==> src/rtl/i2s_sample_tx.sv <==
// i2s_sample_tx: buffers 16-bit samples from notes_player in a small FIFO,
// paces the player with one-cycle requests, and serializes each buffered
// sample as a 64-bclk I2S frame carrying the same sample in both slots.
module i2s_sample_tx #(
  parameter int CLK_DIV = 4,
  parameter int FIFO_AW = 2
) (
  input  logic               clk,
  input  logic               reset,
  input  logic               play_enable,
  input  logic [15:0]        sample_in,
  input  logic               new_sample_ready,
  output logic               generate_next_sample,
  output logic               bclk,
  output logic               lrclk,
  output logic               sdata,
  output logic [FIFO_AW:0]   fifo_count,
  output logic               overflow,
  output logic               underflow
);

  localparam int                 DEPTH    = 2 ** FIFO_AW;
  localparam logic [7:0]         DIV_LAST = 8'(CLK_DIV - 1);
  localparam logic [FIFO_AW:0]   DEPTH_C  = (FIFO_AW + 1)'(DEPTH);
  localparam logic [FIFO_AW:0]   CNT_ONE  = (FIFO_AW + 1)'(1);
  localparam logic [FIFO_AW-1:0] PTR_ONE  = FIFO_AW'(1);

  // Divider and bit position
  logic [7:0]  div_q, div_d;
  logic        bclk_q, bclk_d;
  logic [5:0]  bit_cnt_q, bit_cnt_d;
  logic        div_tc, shift_evt, frame_start;

  // Sample buffer
  logic signed [15:0]  mem_q [DEPTH];
  logic [FIFO_AW-1:0]  wr_ptr_q, wr_ptr_d, rd_ptr_q, rd_ptr_d;
  logic [FIFO_AW:0]    count_q, count_d;
  logic                fifo_full, fifo_empty, push, pop;
  logic                ovf_q, ovf_d, udf_q, udf_d;

  // Request handshake
  logic        gen_q, gen_d, outst_q, outst_d;

  // Serializer
  logic signed [15:0] frame_q, frame_d;
  logic        lrclk_q, lrclk_d, sdata_q, sdata_d;
  logic [4:0]  slot;
  logic [3:0]  bit_idx;

  // Divider: bclk toggles on terminal count; its falling toggle advances the bit counter.
  always_comb begin
    div_tc      = (div_q == DIV_LAST);
    shift_evt   = div_tc && bclk_q;
    div_d       = div_tc ? 8'd0 : div_q + 8'd1;
    bclk_d      = bclk_q ^ div_tc;
    bit_cnt_d   = shift_evt ? bit_cnt_q + 6'd1 : bit_cnt_q;
    frame_start = shift_evt && (bit_cnt_q == 6'd63);
  end

  // FIFO control: a strobe into a full buffer is dropped and flagged; a frame start pops the head.
  always_comb begin
    fifo_full  = (count_q == DEPTH_C);
    fifo_empty = (count_q == '0);
    push       = new_sample_ready && !fifo_full;
    pop        = frame_start && !fifo_empty;
    wr_ptr_d   = push ? wr_ptr_q + PTR_ONE : wr_ptr_q;
    rd_ptr_d   = pop  ? rd_ptr_q + PTR_ONE : rd_ptr_q;
    count_d    = count_q;
    if (push && !pop)
      count_d = count_q + CNT_ONE;
    else if (pop && !push)
      count_d = count_q - CNT_ONE;
    ovf_d = ovf_q | (new_sample_ready & fifo_full);
    udf_d = udf_q | (frame_start & fifo_empty & play_enable);
  end

  // Request logic: one request in flight at a time; an arriving sample frees the slot for
  // the next request in the same cycle so pacing resumes one cycle after the strobe.
  always_comb begin
    gen_d   = play_enable && (!outst_q || new_sample_ready) && (count_d < DEPTH_C);
    outst_d = outst_q;
    if (gen_d)
      outst_d = 1'b1;
    else if (new_sample_ready)
      outst_d = 1'b0;
  end

  // Serializer: on each shift event present the bit for the new position; slot bits 1..16
  // carry the frame MSB first (one-bit I2S delay), everything else is zero.
  always_comb begin
    frame_d = frame_q;
    if (frame_start)
      frame_d = pop ? mem_q[rd_ptr_q] : 16'sd0;
    slot    = bit_cnt_d[4:0];
    bit_idx = 4'(5'd16 - slot);
    lrclk_d = lrclk_q;
    sdata_d = sdata_q;
    if (shift_evt) begin
      lrclk_d = bit_cnt_d[5];
      sdata_d = (slot != 5'd0 && slot <= 5'd16) ? frame_d[bit_idx] : 1'b0;
    end
  end

  // Control and output state registers; reset abandons any frame in progress.
  always_ff @(posedge clk or posedge reset) begin
    if (reset) begin
      div_q     <= '0;
      bclk_q    <= 1'b0;
      bit_cnt_q <= '0;
      wr_ptr_q  <= '0;
      rd_ptr_q  <= '0;
      count_q   <= '0;
      ovf_q     <= 1'b0;
      udf_q     <= 1'b0;
      gen_q     <= 1'b0;
      outst_q   <= 1'b0;
      frame_q   <= '0;
      lrclk_q   <= 1'b0;
      sdata_q   <= 1'b0;
    end else begin
      div_q     <= div_d;
      bclk_q    <= bclk_d;
      bit_cnt_q <= bit_cnt_d;
      wr_ptr_q  <= wr_ptr_d;
      rd_ptr_q  <= rd_ptr_d;
      count_q   <= count_d;
      ovf_q     <= ovf_d;
      udf_q     <= udf_d;
      gen_q     <= gen_d;
      outst_q   <= outst_d;
      frame_q   <= frame_d;
      lrclk_q   <= lrclk_d;
      sdata_q   <= sdata_d;
    end
  end

  // Sample storage; contents are only meaningful between the pointers, so no reset.
  always_ff @(posedge clk) begin
    if (push)
      mem_q[wr_ptr_q] <= signed'(sample_in);
  end

  assign generate_next_sample = gen_q;
  assign bclk                 = bclk_q;
  assign lrclk                = lrclk_q;
  assign sdata                = sdata_q;
  assign fifo_count           = count_q;
  assign overflow             = ovf_q;
  assign underflow            = udf_q;

endmodule

==> config.mk <==
export PLATFORM = sky130hd
export DESIGN_NAME = i2s_sample_tx
export DESIGN_NICKNAME = d
export VERILOG_FILES = /design/src/rtl/i2s_sample_tx.sv
export SDC_FILE = /design/constraint.sdc
export NUM_CORES = 1
export LEC_CHECK = 0
export CAP_MARGIN = 10
export CORE_MARGIN = 3
export CORE_UTILIZATION = 40
export CTS_CLUSTER_DIAMETER = 50
export DETAILED_ROUTE_END_ITERATION = 10
export GPL_TIMING_DRIVEN = 0
export PLACE_DENSITY = 0.58
export SLEW_MARGIN = 20
export SYNTH_ARGS = -nofsm -noshare
export SYNTH_HDL_FRONTEND = slang
export SYNTH_SLANG_ARGS = --single-unit
==> constraint.sdc <==
create_clock -name clk -period 7.7 [get_ports clk]
set_input_delay 1.155 -clock clk [delete_from_list [all_inputs] [get_ports clk]]
set_output_delay 1.155 -clock clk [all_outputs]
set_load 0.02 [all_outputs]
# Word level (Yosys, flattened, before mapping)
# Memories as Yosys holds them, arrays and structs flattened.
# Cells that the tools add are included.
dict set report word_totals {
  mem_count 1
  reg_bits 44
  ram_bits 64
}
# name words width rd rd_clocked_by_memory_dff write_ports line_no
set memory_table {}
lappend memory_table {mem_q 4 16 1 0 1 35} ;# logic signed [15:0] mem_q [DEPTH];
dict set report op_classes {
  muxes 13
  bitwise_logic 6
  n_eq_ne 3
  add_sub_neg 7
  magnitude_cmp 3
  reduce_logical 18
}
# op count
set ops {}
lappend ops {{$mux W16} 2}
lappend ops {{$logic_and A1 B1 Y1} 9}
lappend ops {{$add A8 B1 Y8 const B} 1}
lappend ops {{$eq A8 B2 Y1 const B} 1}
lappend ops {{$mux W8} 1}
lappend ops {{$add A6 B1 Y6 const B} 1}
lappend ops {{$eq A6 B6 Y1 const B} 1}
lappend ops {{$mux W1} 6}
lappend ops {{$mux W3} 2}
lappend ops {{$mux W6} 1}
lappend ops {{$le A5 B5 Y1 const B} 1}
lappend ops {{$logic_not A1 Y1} 5}
lappend ops {{$lt A4 B5 Y1 const B} 1}
lappend ops {{$reduce_bool A5 Y1} 1}
lappend ops {{$add A2 B1 Y2 const B} 2}
lappend ops {{$bmux W1 S4} 1}
lappend ops {{$sub A1 B4 Y4 const A} 1}
lappend ops {{$add A3 B1 Y3 const B} 1}
lappend ops {{$and A1 B1 Y1} 3}
lappend ops {{$eq A3 B3 Y1 const B} 1}
lappend ops {{$logic_not A3 Y1} 1}
lappend ops {{$lt A3 B3 Y1 const B} 1}
lappend ops {{$sub A3 B1 Y3 const B} 1}
lappend ops {{$or A1 B1 Y1} 2}
lappend ops {{other kinds (3)} 3}

# Longest topological paths before layout
# Gate-level depths: netlist of the first run.
dict set report depth {
  depth_word 10
  ltp_mapped 14
  mapped_depth_nobuf 12
}

# Least setup slack after synthesis of the first run
# OpenSTA, ideal clock, no wires.
dict set report synth_timing {
  path_type {reg-to-reg}
  start {register div_q[0]}
  end {register sdata_q (netlist: sdata)}
  n_path_buf 2
  slack_ns 4.139
  required_time_ns 7.565
  arrival_ns 3.427
  stages_incl_launch_ff 15
  cell_sequence {dfrtp_1 > ha_1 > or4b_2 > nor4_1 > ha_1 > buf_6 > xor2_2 > buf_6 > inv_2 > ha_1 > inv_1 > o221ai_1 > and3b_1 > a31oi_1 > a32oi_1}
}
dict set report synth_between {
  word_cells_on_any_way 14
  classes_between {add/sub: 1; order compare: 1; eq/ne: 1; mux: 6; reduce/logical: 5}
}
# element line_no
set synth_lines {}
lappend synth_lines {{from (decl)} 29} ;# logic [7:0] div_q, div_d;
lappend synth_lines {{from (signal assigned)} 121} ;# div_q <= div_d;
lappend synth_lines {{$eq A8 B2 Y1 *} 52} ;# div_tc = (div_q == DIV_LAST);
lappend synth_lines {{$logic_and A1 B1 Y1 *} 53} ;# shift_evt = div_tc && bclk_q;
lappend synth_lines {{$mux W6 *} 56} ;# bit_cnt_d = shift_evt ? bit_cnt_q + 6'd1 : bit_cnt_q;
lappend synth_lines {{via bit_cnt_d[0]} 31} ;# logic [5:0] bit_cnt_q, bit_cnt_d;
lappend synth_lines {{$sub A1 B4 Y4} 95} ;# bit_idx = 4'(5'd16 - slot);
lappend synth_lines {{$bmux W1 S4} 100} ;# sdata_d = (slot != 5'd0 && slot <= 5'd16) ? frame_d[bit_idx] : 1'b0;
lappend synth_lines {{$mux W1 (implied by the code)} 100}
lappend synth_lines {{$mux W1 *} 100}
lappend synth_lines {{to (signal assigned)} 133} ;# sdata_q <= sdata_d;
lappend synth_lines {{to (decl)} 46} ;# logic lrclk_q, lrclk_d, sdata_q, sdata_d;
# The timed path passes the listed nets; every way through them passes the cells marked *. The select of a mux whose other input is x is not followed.
# A chain may end at the register's enable or synchronous reset.

# Final worst setup path of the first run
# Ends and elaborated chain as after synthesis.

==> flow_summary.toml, run 1 <==
[cells_and_area]
final_common_cell = "edfxtp_1"
drive_above_1_share_pct = 13.8
layout_common_cells = "edfxtp_1, dfrtp_1, clkdlybuf4s50_1"
syn_to_final_growth_pct = 16.2
stdcell_area_um2 = 5340
num_antenna_cells = 0
layout.nets = 355
final_core_util_pct = 48.4
layout.cells.non_filler = 467

[synth]
dominantRegCellSynth = "edfxtp_1"
synth.distinct_cells = 50
synth-seq-area-share_pct = 65.8
yosysWarnings = 0
synth-edff-count = 64
syn_nets = 315
syn_area_per_cell_um2 = 16.3
ys_async_sr_fraction_pct = 40.7
syn_area_um2 = 4600
synth-seq-cells = 108
postSynthCellCount = 282

[floorplanning]
num_io_pins = 29
die_area_um2 = 12800
rows = 38
die_w_um = 113
core_um2 = 11000
initial_utilization_pct = 41.7
fp.dieH_um = 113

[clock_network]
cts_root_buffer = "clkbuf_16"
cts_buffer_depth = 2
cts_tree = "done"
cts_hold_buf = 0
cts_setup_buffers = 0
cts_resized = 0
clock_sinks = 108
cts.clk_slew.worst_paths_ns = 0.07
cts_buffers = 9
h-tree-depth = 3
clk_latency_ns = 0.34

[sta]
setup_viol_count_final = 0
finClkSkew_ns = 0.00887
worst_pin_slew_ns = 0.895
fin_crit_sh_pct = 54.8
relSlewSlack_pct = 40.3
maxSlewViolCount = 0
rsz0062_at_grt = "false"
hold_viol = 0
period_needed_ns = 4.22
timing.fmax_mhz = 237
setup_tns_ns = 0

[power]
p_seq_share_pct = 54.3
power.density_nw_per_um2 = 252
internal_power_w = 0.00100
power_switching_w = 0.000346
ir_worst_vdd_uv = 153
combPwrFrac_pct = 14.0
power_frac_clock_pct = 31.7
leakagePower_nw = 2.02
p_sw_share_pct = 25.7

[critical_path]
crit_path_end_kind = "flop"
crit_type = "flop to flop"
crit_path_cell_trace = "ha_1 -> or4b_2 -> nor4_1 -> ha_1 -> buf_6 -> xor2_2 -> buf_6 -> inv_2 -> ha_1 -> xnor2_1 -> and3b_1 -> a31oi_1 -> a32oi_1"
crit_top_cell = "ha_1"
critical_path_required_ns = 7.91
cp_slowest_cell = "or4b_2"
worstPathMaxFanout = 10
start_kind = "flop"
max_stage_delay_ns = 0.60
arrival_ns = 4.43

[run]
drv_cap = 0

[drt]
drtAntennaViolNets = 0
routed_wl_um = 8070
first_iter_violations = 101
avgViaCountPerCell = 5.20
drt_first_pass_iters = 5
wl_per_cell_um = 17.3
drcViolationCount = 0
vias = 2429

[status]
status = "completed"

[global_route]
grt_overflow = 0
grt_pass1_vias = 2560
grt_max_degree = 28
grt_pass1_wl_um = 13500
grt_antenna_before_repair = 0
track_usage_pct = 13.8

[placed_design]
gp_congestion = 0.762
placed_area_um2 = 5070
portBuffers = 28
dpl.hpwl_um = 5440
dp_cells = 451

[hold_path]
hp-class = "flop to flop"
-- sequential cells by signal, indices dropped and copies added, names as in the netlist, 2 cells and up --
register,flops
mem_q,64
frame_q,16
div_q,8
bit_cnt_q,6
fifo_count,3
rd_ptr_q,2
wr_ptr_q,2
-- cells in the mapped netlist, types with 4 or more instances --
library cell	number	area [um2]
ha_1	13	163
mux4_1	8	210
nor2_1	5	18.8
a21oi_1	5	25.0
buf_6	5	56.3
inv_1	13	48.8
xnor2_1	12	105
and2_1	4	25.0
mux2i_1	6	60.1
edfxtp_1	64	1920
mux4_2	8	180
nand2_1	13	48.8
xor2_1	6	52.6
a22o_1	14	123
nand3_1	10	50.1
dfrtp_1	44	1100
-- area by class of cell --
class	instances	area, um2
buffer	10	92.6
clock buffer	11	233
clock inverter	5	37.5
fill	969	5690
inverter	15	56.3
multi-input combinational	149	1420
sequential	108	3020
tap	140	175
timing repair buffer	29	300
-- cell families (layout without fill, tap and decap cells) --
group	after synthesis	in the layout	synth area share [%]
buffers and inverters	25	70	3.24
AO/OA/AOI/OAI	42	42	7.38
flip-flops	108	108	65.8
multiplexers	24	24	10.3
XOR/XNOR	19	19	3.78
AND/OR/NAND/NOR	51	51	5.99
adder cells (fa/ha/maj)	13	13	3.54
-- worst paths after layout --
check / end / slack, ns / cells past startpoint / from
max: sdata / 3.48 / 13 / div_q[0]
min: div_q[0] / 0.45 / 1 / div_q[0]
max reg2reg: sdata / 3.48 / 13 / div_q[0]
min reg2reg: div_q[0] / 0.45 / 1 / div_q[0]
max in group asynchronous: div_q[7] / 6.08 / 3 / reset
min in group asynchronous: frame_q[5] / 1.13 / 2 / reset
-- worst max-delay path, delay by kind of cell, from the launching register on --
family                   cells  cell delay, ns
AND/OR/NAND/NOR              3            1.33
XOR/XNOR                     2            0.83
adder cells (fa/ha/maj)      3            0.78
buffers and inverters        3            0.48
flip-flops                   1            0.36
AO/OA/AOI/OAI                2            0.32
-- power by group through the flow --
| stage | clock, W | sequential, W | combinational (W) |
|---|---|---|---|
| after global placement | 0 | 0.000742 | 0.000192 |
| final | 0.000427 | 0.000731 | 0.000189 |
| after floorplan | 0 | 0.000750 | 0.000106 |
| after detailed placement | 0 | 0.000745 | 0.000195 |
| after CTS | 0.000444 | 0.000733 | 0.000197 |
| after global routing | 0.000466 | 0.000741 | 0.000214 |
-- metrics by stage --
step / hold WS (ns) / setup WS [ns] / total power (W)
final: 0.453 / 3.48 / 0.00135
after global routing: 0.476 / 3.18 / 0.00142
after CTS: 0.457 / 3.47 / 0.00137
after detailed placement: 0.448 / 3.51 / 0.000941
after global placement: 0.441 / 3.51 / 0.000934
after floorplan: 0.425 / 4.14 / 0.000856
-- layer usage --
layer	track usage [%]	wire, um	part of all wire [%]	vias to the layer above
li1	-	-	-	1166
met1	18.6	3920	49	1224
met5	0	0	0	-
met3	3.85	235	2.9	5
met2	21.7	3840	48	34
met4	4.81	74	0.92	0
No activity file was read; power rests on OpenSTA's default activity.
==> run 2: changes to the inputs <==
- clock period: 7.7 -> 4.2 ns (I/O delays scaled with it)
==> run 2 against run 1 <==
Compared with the run above:
- sequential power grew 83%
- cell count is the same
- register-to-register slack lost 3.2 ns
- maximum frequency grew 9.0%
- power grew 84%
- design area grew 0.59%
- flip-flop and latch count is the same
- critical endpoint unchanged
- largest power group unchanged
==> flow_summary.toml, run 2 (synthesized netlist as in run 1, its figures left out) <==
[clock_network]
cts_hold_buf = 0
cts_tree = "done"
cts.clk_slew.worst_paths_ns = 0.07
clock_sinks = 108
clk_latency_ns = 0.35
cts_resized = 1
cts_buffers = 9
h-tree-depth = 3
cts_setup_buffers = 0
cts_root_buffer = "clkbuf_16"
cts_buffer_depth = 2

[critical_path]
critPathTopFamily = "simple AND/OR/NAND/NOR gates"
crit_top_cell = "ha_1"
crit_path_end_kind = "flop"
arrival_ns = 4.09
cp_slowest_cell = "or4b_2"
worstPathMaxFanout = 10
crit_buf_inv = 4
critical_path_required_ns = 4.42
crit_type = "flop to flop"
start_kind = "flop"
max_stage_delay_ns = 0.61
crit_path_cell_trace = "ha_1 -> or4b_2 -> nor4_2 -> ha_1 -> buf_6 -> xor2_4 -> buf_6 -> inv_2 -> ha_1 -> inv_1 -> o221ai_1 -> and3b_1 -> a31oi_1 -> a32oi_1"

[drt]
vias = 2439
wl_per_cell_um = 17.3
first_iter_violations = 145
routed_wl_um = 8080
wl_met2_um = 3790
wl_met1_um = 3900
avgViaCountPerCell = 5.22
drt_first_pass_iters = 4
highest_layer = "met4"
wl_met3_um = 272
drcViolationCount = 0
drtAntennaViolNets = 0

[sta]
relSlewSlack_pct = 40.2
maxSlewViolCount = 0
hold_viol = 0
finClkSkew_ns = 0.0107
worst_pin_slew_ns = 0.897
whs_ns = 0.453
timing.fmax_mhz = 258
setup_viol_count_final = 0
rsz0062_at_grt = "false"
setup_tns_ns = 0
fin_crit_sh_pct = 92.1
period_needed_ns = 3.87

[power]
p_sw_share_pct = 25.8
p_seq_share_pct = 54.2
internal_power_w = 0.00184
combPwrFrac_pct = 14.1
ir_worst_vdd_uv = 281
power_switching_w = 0.000638
power.density_nw_per_um2 = 461
leakagePower_nw = 2.03
power_frac_clock_pct = 31.7

[placed_design]
dpl.hpwl_um = 5440
gp_congestion = 0.762
portBuffers = 28
placed_area_um2 = 5070

[cells_and_area]
num_antenna_cells = 0
regMostFlops = "mem_q"
drive_above_1_share_pct = 14.4
nFillCells = 964
stdcell_area_um2 = 5370
syn_to_final_growth_pct = 16.9
largest_reg_flops = 64
final_common_cell = "edfxtp_1"
layout_common_cells = "edfxtp_1, dfrtp_1, clkdlybuf4s50_1"
layout.nets = 355
reg.largest.list = "mem_q: 64 flops, frame_q: 16 flops, div_q: 8 flops"

[status]
status = "completed"

[floorplanning]
initial_utilization_pct = 41.7
num_io_pins = 29
die_w_um = 113
rows = 38
core_um2 = 11000
die_area_um2 = 12800
fp.dieH_um = 113

[global_route]
grt_overflow = 0
grt_antenna_before_repair = 0
track_usage_pct = 13.8
grt_pass1_wl_um = 13500
grt_pass1_vias = 2560
grt_max_degree = 28

[hold_path]
hp-class = "flop to flop"

[run]
drv_cap = 0
run 2: cell types whose count changed in the layout (fill, tap and decap cells not counted):
cell	previous run	this run
nor4_2	0	1
xnor2_2	0	1
nor3_2	1	0
nor3_4	0	1
xor2_4	0	1
xnor2_1	12	11
nor4_1	1	0
xor2_2	1	0
run 2: power groups by stage:
stage | registers, W | clock network, W | logic [W]
3_5_place_dp | 0.00137 | 0 | 0.000358
6_report | 0.00134 | 0.000786 | 0.000349
5_1_grt | 0.00136 | 0.000855 | 0.000394
2_1_floorplan | 0.00138 | 0 | 0.000193
3_3_place_gp | 0.00136 | 0 | 0.000352
4_1_cts | 0.00134 | 0.000815 | 0.000360
run 2: final timing paths:
kind	start	endpoint	slack, ns	cells past startpoint
min reg2reg	div_q[0]	div_q[0]	0.45	1
max reg2reg	div_q[0]	sdata	0.33	14
min	div_q[0]	div_q[0]	0.45	1
min in group asynchronous	reset	frame_q[5]	0.60	2
max	div_q[0]	sdata	0.33	14
max in group asynchronous	reset	div_q[7]	3.11	3
run 2: stage by stage:
stage	util (%)	setup slack, ns	total power [W]	std cells
finish	48.7	0.330	0.00248	467
global route	48.7	0.0345	0.00261	467
CTS	48.5	0.176	0.00252	467
detailed placement	46.0	0.0108	0.00172	451
global placement	45.8	0.00892	0.00171	450
floorplan	-	0.639	0.00157	282
run 2: per-layer routing:
layer / GRT usage [%] / vias up
met4: 4.81 / 0
met2: 21.7 / 36
met1: 18.6 / 1224
met3: 3.85 / 10
met5: 0 / -
li1: - / 1169
run 2: layout make-up:
cell class                      instances  area, um2  share of cell area [%]
Sequential cell                       108       3020                    56.3
Multi-Input combinational cell        149       1460                    27.1
Clock buffer                           11        233                    4.33
Inverter                               15       56.3                    1.05
Clock inverter                          5       37.5                   0.699
Buffer                                 10       92.6                    1.72
Tap cell                              140        175                    3.26
Timing Repair Buffer                   29        300                    5.59
